<file path="config.mk">
export PLATFORM = sky130hd
export DESIGN_NAME = load_store_multiple_sequencer
export DESIGN_NICKNAME = d
export VERILOG_FILES = /design/src/rtl/load_store_multiple_sequencer_pkg.sv /design/src/rtl/load_store_multiple_sequencer_lowest_set_bit_encoder.sv /design/src/rtl/load_store_multiple_sequencer.sv
export SDC_FILE = /design/constraint.sdc
export NUM_CORES = 1
export LEC_CHECK = 0
export ABC_AREA = 1
export BUFFER_PORTS_ARGS = -buffer_cell sky130_fd_sc_hd__buf_2
export CORE_UTILIZATION = 40
export DETAILED_ROUTE_END_ITERATION = 7
export PLACE_DENSITY_LB_ADDON = 0.3
export REMOVE_ABC_BUFFERS = 1
export SYNTH_ARGS = -nofsm -noshare
export SYNTH_HDL_FRONTEND = slang
export SYNTH_SLANG_ARGS = --single-unit
</file>
<file path="constraint.sdc">
create_clock -name clk_i -period 3.8 [get_ports clk_i]
set_input_delay 0.76 -clock clk_i [delete_from_list [all_inputs] [get_ports clk_i]]
set_output_delay 0.76 -clock clk_i [all_outputs]
set_load 0.005 [all_outputs]
</file>
<file path="src/rtl/load_store_multiple_sequencer_pkg.sv">
// Shared types for the LDM/STM/PUSH/POP sequencer: transfer direction,
// addressing mode and FSM state encodings.
package load_store_multiple_sequencer_pkg;

  typedef enum logic {
    LSM_LOAD  = 1'b0,
    LSM_STORE = 1'b1
  } lsm_dir_t;

  typedef enum logic {
    LSM_INC_AFTER  = 1'b0,
    LSM_DEC_BEFORE = 1'b1
  } lsm_addr_mode_t;

  typedef enum logic [1:0] {
    LSM_IDLE = 2'd0,
    LSM_XFER = 2'd1,
    LSM_WB   = 2'd2,
    LSM_DONE = 2'd3
  } lsm_state_t;

endpackage

</file>
<file path="src/rtl/load_store_multiple_sequencer_lowest_set_bit_encoder.sv">
// Combinational lowest-set-bit encoder: reports whether any bit is set and
// the index of the least significant one.
module lowest_set_bit_encoder #(
  parameter int WIDTH = 8,
  localparam int IDX_W = (WIDTH > 1) ? $clog2(WIDTH) : 1
) (
  input  logic [WIDTH-1:0] list,
  output logic             found,
  output logic [IDX_W-1:0] index
);

  // Scan from the top down so the lowest set bit is the last one written.
  always_comb begin
    found = 1'b0;
    index = '0;
    for (int i = WIDTH - 1; i >= 0; i--) begin
      if (list[i]) begin
        found = 1'b1;
        index = IDX_W'(i);
      end
    end
  end

endmodule

</file>
<file path="src/rtl/load_store_multiple_sequencer.sv">
// Multi-cycle LDM/STM/PUSH/POP sequencer: walks only the set bits of the
// register list, generates per-transfer offsets and an optional base writeback.
//
// state    | meaning
// ---------+-------------------------------------------------------------
// LSM_IDLE | waiting for start_i; stall follows start_i combinationally
// LSM_XFER | presenting one transfer per accepted mem_ready_i
// LSM_WB   | single-cycle base register writeback
// LSM_DONE | one-cycle completion pulse, pipeline released
module load_store_multiple_sequencer
  import load_store_multiple_sequencer_pkg::*;
#(
  parameter int REG_LIST_WIDTH = 8,
  parameter int ADDR_WIDTH     = 4,
  parameter int WORD_BYTES     = 4,
  localparam int OFF_W         = $clog2(REG_LIST_WIDTH * WORD_BYTES) + 2
) (
  input  logic                      clk_i,
  input  logic                      reset_n_i,
  input  logic                      start_i,
  input  logic                      dir_i,
  input  logic                      addr_mode_i,
  input  logic                      writeback_i,
  input  logic [ADDR_WIDTH-1:0]     base_reg_i,
  input  logic [REG_LIST_WIDTH-1:0] reg_list_i,
  input  logic                      mem_ready_i,
  output logic                      busy_o,
  output logic                      stall_pipeline_o,
  output logic                      xfer_valid_o,
  output logic [ADDR_WIDTH-1:0]     xfer_reg_addr_o,
  output logic [OFF_W-1:0]          xfer_offset_o,
  output logic                      mem_write_en_o,
  output logic                      reg_write_en_o,
  output logic                      wb_valid_o,
  output logic [ADDR_WIDTH-1:0]     wb_reg_addr_o,
  output logic [OFF_W-1:0]          wb_offset_o,
  output logic                      done_o
);

  localparam int CNT_W = $clog2(REG_LIST_WIDTH + 1);
  localparam int IDX_W = (REG_LIST_WIDTH > 1) ? $clog2(REG_LIST_WIDTH) : 1;
  localparam logic [OFF_W-1:0] WORD_OFF = OFF_W'(WORD_BYTES);

  lsm_state_t            state;
  lsm_dir_t              dir_q;
  lsm_addr_mode_t        mode_q;
  logic                  wb_q;
  logic [ADDR_WIDTH-1:0] base_q;
  logic [REG_LIST_WIDTH-1:0] list_q;
  logic [CNT_W-1:0]      n_q;
  logic [CNT_W-1:0]      k_q;

  logic                  enc_found;
  logic [IDX_W-1:0]      enc_index;
  logic                  last_bit;
  logic                  base_in_list;
  logic [REG_LIST_WIDTH-1:0] base_onehot;
  logic [OFF_W-1:0]      k_off;
  logic [OFF_W-1:0]      n_off;

  lowest_set_bit_encoder #(.WIDTH(REG_LIST_WIDTH)) u_lsb_enc (
    .list  (list_q),
    .found (enc_found),
    .index (enc_index)
  );

  assign last_bit     = ((list_q & (list_q - 1'b1)) == '0);
  assign base_onehot  = {{(REG_LIST_WIDTH-1){1'b0}}, 1'b1} << base_reg_i;
  assign base_in_list = |(reg_list_i & base_onehot);
  assign k_off        = OFF_W'(k_q) * WORD_OFF;
  assign n_off        = OFF_W'(n_q) * WORD_OFF;

  always_ff @(posedge clk_i) begin
    if (!reset_n_i) begin
      state  <= LSM_IDLE;
      dir_q  <= LSM_LOAD;
      mode_q <= LSM_INC_AFTER;
      wb_q   <= 1'b0;
      base_q <= '0;
      list_q <= '0;
      n_q    <= '0;
      k_q    <= '0;
    end else begin
      case (state)
        LSM_IDLE: begin
          if (start_i) begin
            dir_q  <= lsm_dir_t'(dir_i);
            mode_q <= lsm_addr_mode_t'(addr_mode_i);
            // A base register that is also loaded keeps the loaded value.
            wb_q   <= writeback_i & ~((dir_i == LSM_LOAD) & base_in_list);
            base_q <= base_reg_i;
            list_q <= reg_list_i;
            n_q    <= CNT_W'($countones(reg_list_i));
            k_q    <= '0;
            state  <= (|reg_list_i) ? LSM_XFER : LSM_DONE;
          end
        end
        LSM_XFER: begin
          if (mem_ready_i) begin
            list_q <= list_q & (list_q - 1'b1);
            k_q    <= k_q + 1'b1;
            if (last_bit) state <= wb_q ? LSM_WB : LSM_DONE;
          end
        end
        LSM_WB:   state <= LSM_DONE;
        LSM_DONE: state <= LSM_IDLE;
        default:  state <= LSM_IDLE;
      endcase
    end
  end

  assign busy_o           = (state != LSM_IDLE);
  assign stall_pipeline_o = (state == LSM_IDLE) ? start_i
                                                : ((state == LSM_XFER) || (state == LSM_WB));
  assign xfer_valid_o     = (state == LSM_XFER) && enc_found;
  assign xfer_reg_addr_o  = xfer_valid_o ? ADDR_WIDTH'(enc_index) : '0;
  assign xfer_offset_o    = !xfer_valid_o               ? '0 :
                            (mode_q == LSM_INC_AFTER)   ? k_off : (k_off - n_off);
  assign mem_write_en_o   = xfer_valid_o && (dir_q == LSM_STORE);
  assign reg_write_en_o   = xfer_valid_o && (dir_q == LSM_LOAD);
  assign wb_valid_o       = (state == LSM_WB);
  assign wb_reg_addr_o    = wb_valid_o ? base_q : '0;
  assign wb_offset_o      = !wb_valid_o                 ? '0 :
                            (mode_q == LSM_INC_AFTER)   ? n_off : (OFF_W'(0) - n_off);
  assign done_o           = (state == LSM_DONE);

endmodule
</file>
After elaboration in Yosys (flattened, before gate mapping)
Cells that the tools add are included.
{ "op_classes": {"add_sub_neg": 11, "mul": 0, "div": 0, "magnitude_cmp": 0, "n_eq_ne": 6, "shifts": 1, "muxes": 35, "bitwise": 7, "n_reduce_logical": 13} }
{ "op_table": {"columns": ["cell", "n"], "rows": [
  ["$mux W7", 4],
  ["$mux W3", 9],
  ["$and A8 B8 Y8", 2],
  ["$mux W8", 2],
  ["$pmux W8 S2", 1],
  ["$reduce_or A8 Y1", 2],
  ["$mux W4", 3],
  ["$mux W1", 10],
  ["$add A1 B1 Y2", 4],
  ["$logic_not A8 Y1", 1],
  ["$mux W2", 4],
  ["$pmux W2 S4", 1],
  ["$pmux W4 S2", 1],
  ["$shl A1 B4 Y8 const A", 1],
  ["$sub A8 B1 Y8 const B", 1],
  ["$sub A1 B6 Y7 const A", 1],
  ["$sub A6 B6 Y7", 1],
  ["$add A2 B2 Y3", 2],
  ["$ne A2 B2 Y1 const B", 3],
  ["$reduce_and A3 Y1", 2],
  ["$add A3 B3 Y4", 1],
  ["$add A4 B1 Y4 const B", 1],
  ["$eq A2 B2 Y1 const B", 2],
  ["$reduce_bool A2 Y1", 2],
  ["other kinds (7)", 12]
]} }
{ "word_totals": {"ff_bits": 25, "latch_bits": 0, "ramBits": 0, "mem_bits_ro": 0, "in_bits": 19, "out_inout_bits": 29, "word_cells": 81, "n_memories": 0} }

Longest topological paths before layout
Gate-level depths: netlist of run 1.
{ "logic_depth": {"word_depth": 10, "mapped_depth": 10, "ltp_nobuf": 10} }

Cells and area by module
A second synthesis of run 1 with hierarchy kept.
{ "hier_totals": {"cells_unflattened": 302, "hier_area_um2": 1971.9} }
{ "modules_own_cells": {"columns": ["mod", "instances", "cells_each", "area_each_um2", "seq_area_each_um2"], "rows": [
  ["load_store_multiple_sequencer", 1, 280, 1873.0, 500.5],
  ["lowest_set_bit_encoder", 1, 22, 98.8, 0.0]
]} }

Worst setup path before layout of run 1
No wires, ideal clock.
{ "synth_path": {"kind": "input port to flip-flop", "startpoint": "in reg_list_i[0]", "endpoint": "reg n_q[2]", "setup_time_ns": 0.070, "arrival_ns": 3.073, "required_time_ns": 3.730, "path_slack_ns": 0.657, "cell_stages": 10, "path_buffers": 0, "path_cell_list": "inv_1 > fa_1 > fa_1 > fa_1 > inv_1 > ha_1 > inv_1 > fa_1 > xor2_1 > a21oi_1"} }
{ "synth_via": {"elab_chain_cells": 3} }
{ "synth_rtl": {"columns": ["element", "line", "rtl"], "rows": [
  ["start: declaration", "load_store_multiple_sequencer.sv:25", "input logic [REG_LIST_WIDTH-1:0] reg_list_i,"],
  ["$add A1 B1 Y2 (implied by the code)", "load_store_multiple_sequencer.sv:93", "n_q <= CNT_W'($countones(reg_list_i));"],
  ["$add A2 B2 Y3 (implied by the code)", "load_store_multiple_sequencer.sv:93", null],
  ["$add A3 B3 Y4 (implied by the code)", "load_store_multiple_sequencer.sv:93", null],
  ["end signal: assignment", "load_store_multiple_sequencer.sv:93", null],
  ["end: declaration", "load_store_multiple_sequencer.sv:50", "logic [CNT_W-1:0] n_q;"]
]} }
Every way passes these cells.
A chain may end at the register's enable or synchronous reset.

Worst setup path in the final report of run 1
Same ends and word-level chain as after synthesis.

==> impl_metrics.ini, run 1 <==
[global_route]
overflow = 0
antenna_found_initial = 0
grt_pass1_vias = 1636
grt_pass1_wl_um = 7465
grt_max_degree = 18
gr-usage-all-layers_pct = 18.01

[synthesis]
synthArstFlopShare_pct = 0
synth.distinct_cells = 37
ys_ff_latch = 25
synthFlopType = dfxtp_1
synth.area.top_cells = dfxtp_1 25%, ha_1 9.5%, nand2_1 9.1%
ys_warn_count = 0
synth_edf_count = 0
yosysTopAreaCell = dfxtp_1
netlist_area_um2 = 1973
syn_inst = 288
synth_area_per_cell_um2 = 6.851
netlist.area_leader.share_pct = 25.36
ys_seq_area_share_pct = 25.36

[hold_path]
hold_class = flop to flop

[cts]
cts_sinks = 25
hold_buffers = 0
post_cts_buffers = 0
clock_path_buffers = 2
cts_made_buffers = 3
insertion_delay_ns = 0.27
clockRootBuffer = clkbuf_8
cts_tree = built
htree_num_levels = 1
ctsResizeCount = 0
clk_pin_slew_ns = 0.09

[pwr]
powerDensity_nw_per_um2 = 671.4
leakage_nw = 1.157
peakVddDrop_mv = 0.4356
finalPower_mw = 1.507

[detailed_routing]
avgViaCountPerCell = 4.875
drc = 0
dr.pass1.iters = 4
drtAntennaViolNets = 0
drtIter0Drc = 65
avgRoutedWirePerCell_um = 11.70
routed_wl_um = 4585
vias = 1911

[placement]
gp_congestion = 0.8267
place_inst = 388
dpl.hpwl_um = 3648
io_buffers = 42
post-place-ws_ns = 0.4095

[critical_path]
critical_path.top_delay_family = adder cells
cp.arrival_ns = 3.31
endpoint_kind = flop
critical_path_buf_inv_count = 4
crit_chain = buf_2 -> inv_1 -> fa_1 -> fa_1 -> fa_1 -> inv_1 -> ha_1 -> inv_1 -> fa_1 -> xor2_1 -> a21oi_1
crit_type = input pin to flop
slowest_stage = fa_1
crit_required_ns = 4.01
crit_path_frequent_cell = fa_1
cp_max_fo = 3
cp_slowest_stage_delay_ns = 0.56
start_kind = input pin

[final_layout]
fin_util_pct = 47.52
area_delta_synth_final_pct = 13.76
diodes = 0
drive_gt1_share_pct = 19.38
instances_no_fill = 392
num-nets-final = 365

[timing]
fin_crit_sh_pct = 81.59
worst_slack_ns = 0.6995
hold_violations = 0
max_slew_margin_pct = 60.17
setup_violations = 0
skew_ns = 0.003091
slew_violations = 0
grt_setup_unrepaired = no
finalSetupTns_ns = 0
period_needed_ns = 3.101
worstMarginPinSlew_ns = 0.5975
fmax_ghz = 0.3225

[floorplan]
io_pins = 48
die_area_um2 = 5218
coreArea_um2 = 4723
die_h_um = 72.24
die_width_um = 72.24
start_util_pct = 41.77
num_rows = 25

[status]
status = finished clean

[job]
maxCapViolCount = 0
==> power breakdown <==
group	total, mW	switching [mW]	internal [mW]
combinational	0.912	0.575	0.337
sequential	0.434	0.0894	0.344
clock	0.161	0.0876	0.0736
total	1.51	0.752	0.755
==> cell type report <==
type	count	area [um^2]
fillers	510	2479
multi-input cells	205	1217
flip-flops and latches	25	500.5
repair buffers	42	210.2
inverters	49	186.4
well taps	67	83.83
clock buffers	3	41.29
clock inverters	1	5.005
==> synthesized netlist by cell type, types with 2 or more instances <==
library cell / n
buf_6: 2
inv_1: 46
a31oi_1: 2
nor3_1: 3
fa_1: 5
a21oi_1: 33
o211ai_1: 6
nand3_1: 12
clkbuf_1: 5
a211oi_1: 2
nor2_1: 25
o21ai_0: 26
buf_4: 5
dfxtp_1: 25
or2_2: 2
nand2_2: 3
inv_2: 2
ha_1: 15
o21ai_2: 2
xor2_1: 2
nand2_1: 48
nor2_4: 2
==> kinds of logic (layout without fill, tap and decap cells) <==
| group | count (synthesis) | after routing | synth area share, % |
|---|---|---|---|
| AOI/OAI and AO/OA | 76 | 76 | 21.81 |
| DFF | 25 | 25 | 25.36 |
| buffers and inverters | 62 | 95 | 13.70 |
| xor gates and xnor gates | 2 | 2 | 0.8879 |
| other | 1 | 5 | 0.1901 |
| adders and majority gates | 20 | 20 | 14.58 |
| and+or+nand+nor | 102 | 102 | 23.46 |
==> through the flow <==
| stage | instance area, um^2 | hold WS [ns] |
|---|---|---|
| final | 2245 | 0.4904 |
| after global placement | 2198 | 0.4679 |
| after detailed placement | 2198 | 0.4751 |
| after floorplan | 1904 | 0.4442 |
| after global routing | 2245 | 0.5177 |
| after CTS | 2245 | 0.4962 |
==> layer usage <==
layer  part of all wire (%)  track usage, %  vias up
met5                      0               0        -
met4                    2.2           6.754        0
li1                       -               -      995
met2                     44           28.45       60
met1                     49           24.96      847
met3                    5.4           2.500        9
==> sequential cells by signal (all words and copies together) (netlist names) <==
name / cells
list_q: 8
base_q: 4
k_q: 4
n_q: 4
state: 2
dir_q: 1
mode_q: 1
wb_q: 1
==> placed cells by master (no fill, tap or decap), types with 2 or more instances in the layout <==
| cell type | count |
|---|---|
| fa_1 | 5 |
| nand3_1 | 12 |
| nor3_1 | 3 |
| a31oi_1 | 2 |
| nand2_1 | 48 |
| buf_2 | 42 |
| nand2_2 | 3 |
| ha_1 | 15 |
| xor2_1 | 2 |
| nor2_4 | 2 |
| conb_1 | 5 |
| a211oi_1 | 2 |
| clkbuf_8 | 3 |
| o21ai_0 | 26 |
| o211ai_1 | 6 |
| o21ai_2 | 2 |
| nor2_1 | 25 |
| or2_2 | 2 |
| dfxtp_1 | 25 |
| a21oi_1 | 33 |
| inv_1 | 46 |
| inv_2 | 2 |
==> worst reg2reg max path: stages, from the launching register on <==
cell and delay [ns]:
dfxtp_1 0.41, inv_1 0.10, ha_1 0.40, nand2_1 0.19, o21ai_2 0.07, inv_2 0.10, o21ai_2 0.17, nor2_1 0.24
nand3_1 0.13, nand2_1 0.07, nor3b_1 0.18
==> final timing paths <==
path / start / end / slack, ns / cells after the start
setup / recovery: reg_list_i[0] / n_q[2]$_SDFFE_PN0P_ / 0.70 / 11
hold / removal: base_q[1]$_SDFFE_PN0P_ / base_q[1]$_SDFFE_PN0P_ / 0.49 / 2
setup reg to reg: state[1]$_SDFFE_PN0P_ / k_q[3]$_SDFFE_PN0P_ / 1.66 / 10
hold reg to reg: base_q[1]$_SDFFE_PN0P_ / base_q[1]$_SDFFE_PN0P_ / 0.49 / 2
Note: power is estimated with default switching activity, not from simulation.
==> run 2: changes to the inputs <==
==> constraint.sdc (replaced) <==
create_clock -name clk_i -period 2.9 [get_ports clk_i]
set_input_delay 0.58 -clock clk_i [delete_from_list [all_inputs] [get_ports clk_i]]
set_output_delay 0.58 -clock clk_i [all_outputs]
set_load 0.005 [all_outputs]
==> run 2 against run 1 <==
Compared with the run above: worst setup slack lost 0.63 ns; combinational power grew 35%; largest power group unchanged; wire length fell by 0.33%; highest routed layer unchanged; clock-buffer cell count rose by 1; critical path depth is 1 lower.
==> impl_metrics.ini, run 2 (synthesized netlist as in run 1, its figures left out) <==
[critical_path]
cp-startpoint = reg_list_i[3]
cp_max_fo = 2
worstReg2RegStart = state[1]$_SDFFE_PN0P_
cp.arrival_ns = 2.99
rr_worst_depth = 10
crit_required_ns = 3.06
endpoint_kind = flop
start_kind = input pin
rrSetupSlack_ns = 0.81
reg2reg_to = k_q[3]$_SDFFE_PN0P_
crit_type = input pin to flop

[cts]
cts_made_buffers = 3
htree_num_levels = 1
cts_sinks = 25
hold_buffers = 0
clk_pin_slew_ns = 0.09
cts_tree = built
insertion_delay_ns = 0.27
post_cts_buffers = 0
clockRootBuffer = clkbuf_8
clock_path_buffers = 2

[placement]
gp_congestion = 0.8528
dpl.hpwl_um = 3624
io_buffers = 42
place_inst = 394

[timing]
max_slew_margin_pct = 63.02
finalSetupTns_ns = 0
grt_setup_unrepaired = yes
skew_ns = 0.002039
period_needed_ns = 2.835
setup_violations = 0
fmax_ghz = 0.3527
whs_ns = 0.4945
hold_violations = 0
slew_violations = 0
fin_crit_sh_pct = 97.76
worstMarginPinSlew_ns = 0.5547

[detailed_routing]
drtIter0Drc = 89
drtAntennaViolNets = 0
avgRoutedWirePerCell_um = 11.48
vias = 1928
dr.pass1.iters = 4
routed_wl_um = 4570
avgViaCountPerCell = 4.844
drc = 0

[floorplan]
die_h_um = 72.24
die_width_um = 72.24
start_util_pct = 41.77
die_area_um2 = 5218
num_rows = 25
io_pins = 48
coreArea_um2 = 4723

[pwr]
powerDensity_nw_per_um2 = 859.5
leakage_nw = 1.185
peakVddDrop_mv = 0.5889

[final_layout]
regMostFlops = list_q
fillers = 497
mostFrequentLayoutCell = nand2_1
drive_gt1_share_pct = 22.96
num-nets-final = 371
instances_no_fill = 398
final_cell_mix = 48 x nand2_1, 41 x inv_1, 39 x buf_2
largest_register_ffs = 8
diodes = 0
area_delta_synth_final_pct = 18.20
fin_util_pct = 49.38

[hold_path]
min_from = base_q[1]$_SDFFE_PN0P_
hold_depth = 2
hold-path-endpoint = base_q[1]$_SDFFE_PN0P_
hold_class = flop to flop

[job]
maxCapViolCount = 0

[status]
status = finished clean

[global_route]
overflow = 0
gr-usage-all-layers_pct = 18.65
grt_pass1_vias = 1691
grt_pass1_wl_um = 7631
antenna_found_initial = 0
grt_max_degree = 18
[run 2: worst max-delay path, cell delays in order]
cell and delay (ns):
buf_8 0.07, inv_4 0.03, fa_1 0.55, fa_1 0.44, fa_1 0.48, inv_2 0.08
ha_4 0.12, inv_2 0.04, fa_2 0.56, a21oi_2 0.05
[run 2: stage by stage]
| step | total power [mW] | worst slack (ns) | area, um^2 |
|---|---|---|---|
| after floorplan | 1.442 | -0.06297 | 1904 |
| after global routing | 2.223 | -0.04097 | 2332 |
| after global placement | 1.761 | -0.2075 | 2243 |
| final | 2.005 | 0.06507 | 2332 |
| after CTS | 1.993 | 0.02308 | 2288 |
| after detailed placement | 1.778 | -0.2783 | 2243 |
[run 2: where the power goes]
group | switching (mW) | total [mW] | internal, mW
sequential | 0.116 | 0.567 | 0.451
combinational | 0.760 | 1.23 | 0.468
clock | 0.111 | 0.209 | 0.0985
[run 2: routing by layer]
layer | part of all wire, % | track usage [%] | routed length [um]
met1 | 52 | 26.23 | 2358
met2 | 44 | 29.18 | 1990
met3 | 3.6 | 2.361 | 166
met4 | 1.2 | 6.972 | 55
met5 | 0 | 0 | 0
[run 2: area by class of cell]
class	instances	area, um^2	area share, %
Tap cell	67	83.83	3.594
Sequential cell	25	500.5	21.46
Timing Repair Buffer	48	277.8	11.91
Multi-Input combinational cell	205	1236	53.00
Clock buffer	4	45.04	1.931
Inverter	49	188.9	8.101
[run 2: repair_timing]
item                                   4_1_cts  5_1_grt
endpoints found under the hold margin        0        0
setup endpoints to repair                    0        2
gates resized for setup                      0       14
[run 2: how the worst max path moves through the flow]
stage | cells after the start | to | slack, ns
final | 10 | n_q[1]$_SDFFE_PN0P_ | 0.07
after detailed placement | 11 | n_q[2]$_SDFFE_PN0P_ | -0.28
after global placement | 11 | n_q[2]$_SDFFE_PN0P_ | -0.21
after floorplan | 10 | n_q[2]$_SDFFE_PN0P_ | -0.06
after global routing | 10 | n_q[1]$_SDFFE_PN0P_ | -0.04
after CTS | 11 | n_q[2]$_SDFFE_PN0P_ | 0.02
==> run 3: changes to the inputs <==
--- a/config.mk
+++ b/config.mk
@@ -11,6 +11,7 @@
 export DETAILED_ROUTE_END_ITERATION = 7
 export PLACE_DENSITY_LB_ADDON = 0.3
 export REMOVE_ABC_BUFFERS = 1
+export SETUP_SLACK_MARGIN = 0.3
 export SYNTH_ARGS = -nofsm -noshare
 export SYNTH_HDL_FRONTEND = slang
 export SYNTH_SLANG_ARGS = --single-unit
==> run 3 against run 2 <==
Compared with the run above: maximum frequency is 0.70% higher; critical path type unchanged; clock power hardly changed; clock-buffer cell count stayed put; wire length is 0.81% higher; critical path depth stayed put; clock skew is 0.0012 ns higher; core utilization is 0.29 points higher.
==> impl_metrics.ini, run 3 (synthesized netlist as in run 1, its figures left out) <==
[placement]
dpl.hpwl_um = 3624
place_area_um2 = 2243
io_buffers = 42
post-place-ws_ns = -0.2783
place_inst = 394
gp_congestion = 0.8528

[final_layout]
instances_no_fill = 399
mostFrequentLayoutCell = nand2_1
diodes = 0
largest_register_ffs = 8
area_delta_synth_final_pct = 18.90
fillers = 498
num-nets-final = 372
final_cell_mix = 48 x nand2_1, 41 x inv_1, 39 x buf_2
drive_gt1_share_pct = 24.10
design_area_um2 = 2346
regMostFlops = list_q

[critical_path]
cp.arrival_ns = 2.97
start_kind = input pin
critical_path_buf_inv_count = 4
critical_path.top_delay_family = adder cells
crit_type = input pin to flop
cp_slowest_stage_delay_ns = 0.55
cp_max_fo = 2
crit_chain = buf_8 -> inv_4 -> fa_1 -> fa_1 -> fa_2 -> inv_2 -> ha_4 -> inv_2 -> fa_2 -> a21oi_2
endpoint_kind = flop
crit_required_ns = 3.05
slowest_stage = fa_1

[floorplan]
die_width_um = 72.24
start_util_pct = 41.77
io_pins = 48
coreArea_um2 = 4723
num_rows = 25
die_h_um = 72.24
die_area_um2 = 5218

[timing]
worstMarginPinSlew_ns = 0.5350
period_needed_ns = 2.815
max_slew_margin_pct = 64.33
hold_violations = 0
fin_crit_sh_pct = 97.08
worst_slack_ns = 0.08473
fmax_ghz = 0.3552
slew_violations = 0
grt_setup_unrepaired = yes
skew_ns = 0.003203
setup_violations = 0
finalSetupTns_ns = 0

[pwr]
leakage_nw = 1.188
peakVddDrop_mv = 0.5907
p_int_mw = 1.025
p_seq_share_pct = 28.3
swShare_pct = 49.05
combPwrFrac_pct = 61.4
powerDensity_nw_per_um2 = 857.4
clockPowerShare_pct = 10.3
switchingPower_mw = 0.9867

[detailed_routing]
dr.pass1.iters = 4
avgViaCountPerCell = 4.855
drtAntennaViolNets = 0
vias = 1937
avgRoutedWirePerCell_um = 11.55
routed_wl_um = 4607
drtIter0Drc = 105
drc = 0

[cts]
htree_num_levels = 1
cts_sinks = 25
clk_pin_slew_ns = 0.08
clockRootBuffer = clkbuf_8
cts_tree = built
cts_made_buffers = 3
clock_path_buffers = 2
insertion_delay_ns = 0.27

[status]
status = finished clean

[global_route]
gr-usage-all-layers_pct = 18.71
grt_max_degree = 18
antenna_found_initial = 0
grt_pass1_vias = 1699
overflow = 0
grt_pass1_wl_um = 7638

[hold_path]
hold_class = flop to flop

[job]
maxCapViolCount = 0
run 3: routing by layer:
metal / vias to the layer above / track usage, % / part of all wire, %
met3: 7 / 2.361 / 3.3
met2: 46 / 29.60 / 43
met4: 0 / 6.972 / 1.7
met1: 874 / 26.06 / 52
met5: - / 0 / 0
li1: 1010 / - / -
run 3: repair_timing:
item,in CTS,in global routing
resized for setup,9,9
pin swaps,0,3
hold buffers,0,0
setup endpoints to repair,2,7
buffers inserted,1,0
run 3: layout make-up:
type	count	area [um^2]	share of cell area (%)
Clock buffer	4	45.04	1.920
Inverter	49	188.9	8.053
Multi-Input combinational cell	205	1241	52.91
Sequential cell	25	501.7	21.39
Tap cell	67	83.83	3.573
Timing Repair Buffer	49	285.3	12.16
run 3: power by group through the flow:
stage / clock network, mW / registers (mW) / logic (mW)
after global routing: 0.228 / 0.588 / 1.41
final: 0.207 / 0.569 / 1.24
after detailed placement: 0 / 0.576 / 1.20
after floorplan: 0 / 0.545 / 0.897
after CTS: 0.214 / 0.567 / 1.22
after global placement: 0 / 0.573 / 1.19
run 3: final timing paths:
check / start / endpoint / slack (ns) / cells after the start
max: reg_list_i[0] / n_q[1]$_SDFFE_PN0P_ / 0.08 / 10
min: base_q[1]$_SDFFE_PN0P_ / base_q[1]$_SDFFE_PN0P_ / 0.49 / 2
max reg2reg: state[0]$_SDFFE_PN0P_ / list_q[6]$_SDFFE_PN0P_ / 0.87 / 9
min reg2reg: base_q[1]$_SDFFE_PN0P_ / base_q[1]$_SDFFE_PN0P_ / 0.49 / 2
run 3: tightest hold or removal path: cells and delay by family (launching register included):
kind             cells  cell delay [ns]
DFF                  1             0.32
and+or+nand+nor      2             0.14
run 3: metrics by stage:
stage | utilization, % | hold slack [ns] | total power [mW]
finish | 49.67 | 0.4940 | 2.011
global placement | 47.50 | 0.4684 | 1.761
floorplan | - | 0.4442 | 1.442
global route | 49.67 | 0.5273 | 2.230
CTS | 49.11 | 0.4972 | 2.000
detailed placement | 47.50 | 0.4787 | 1.778
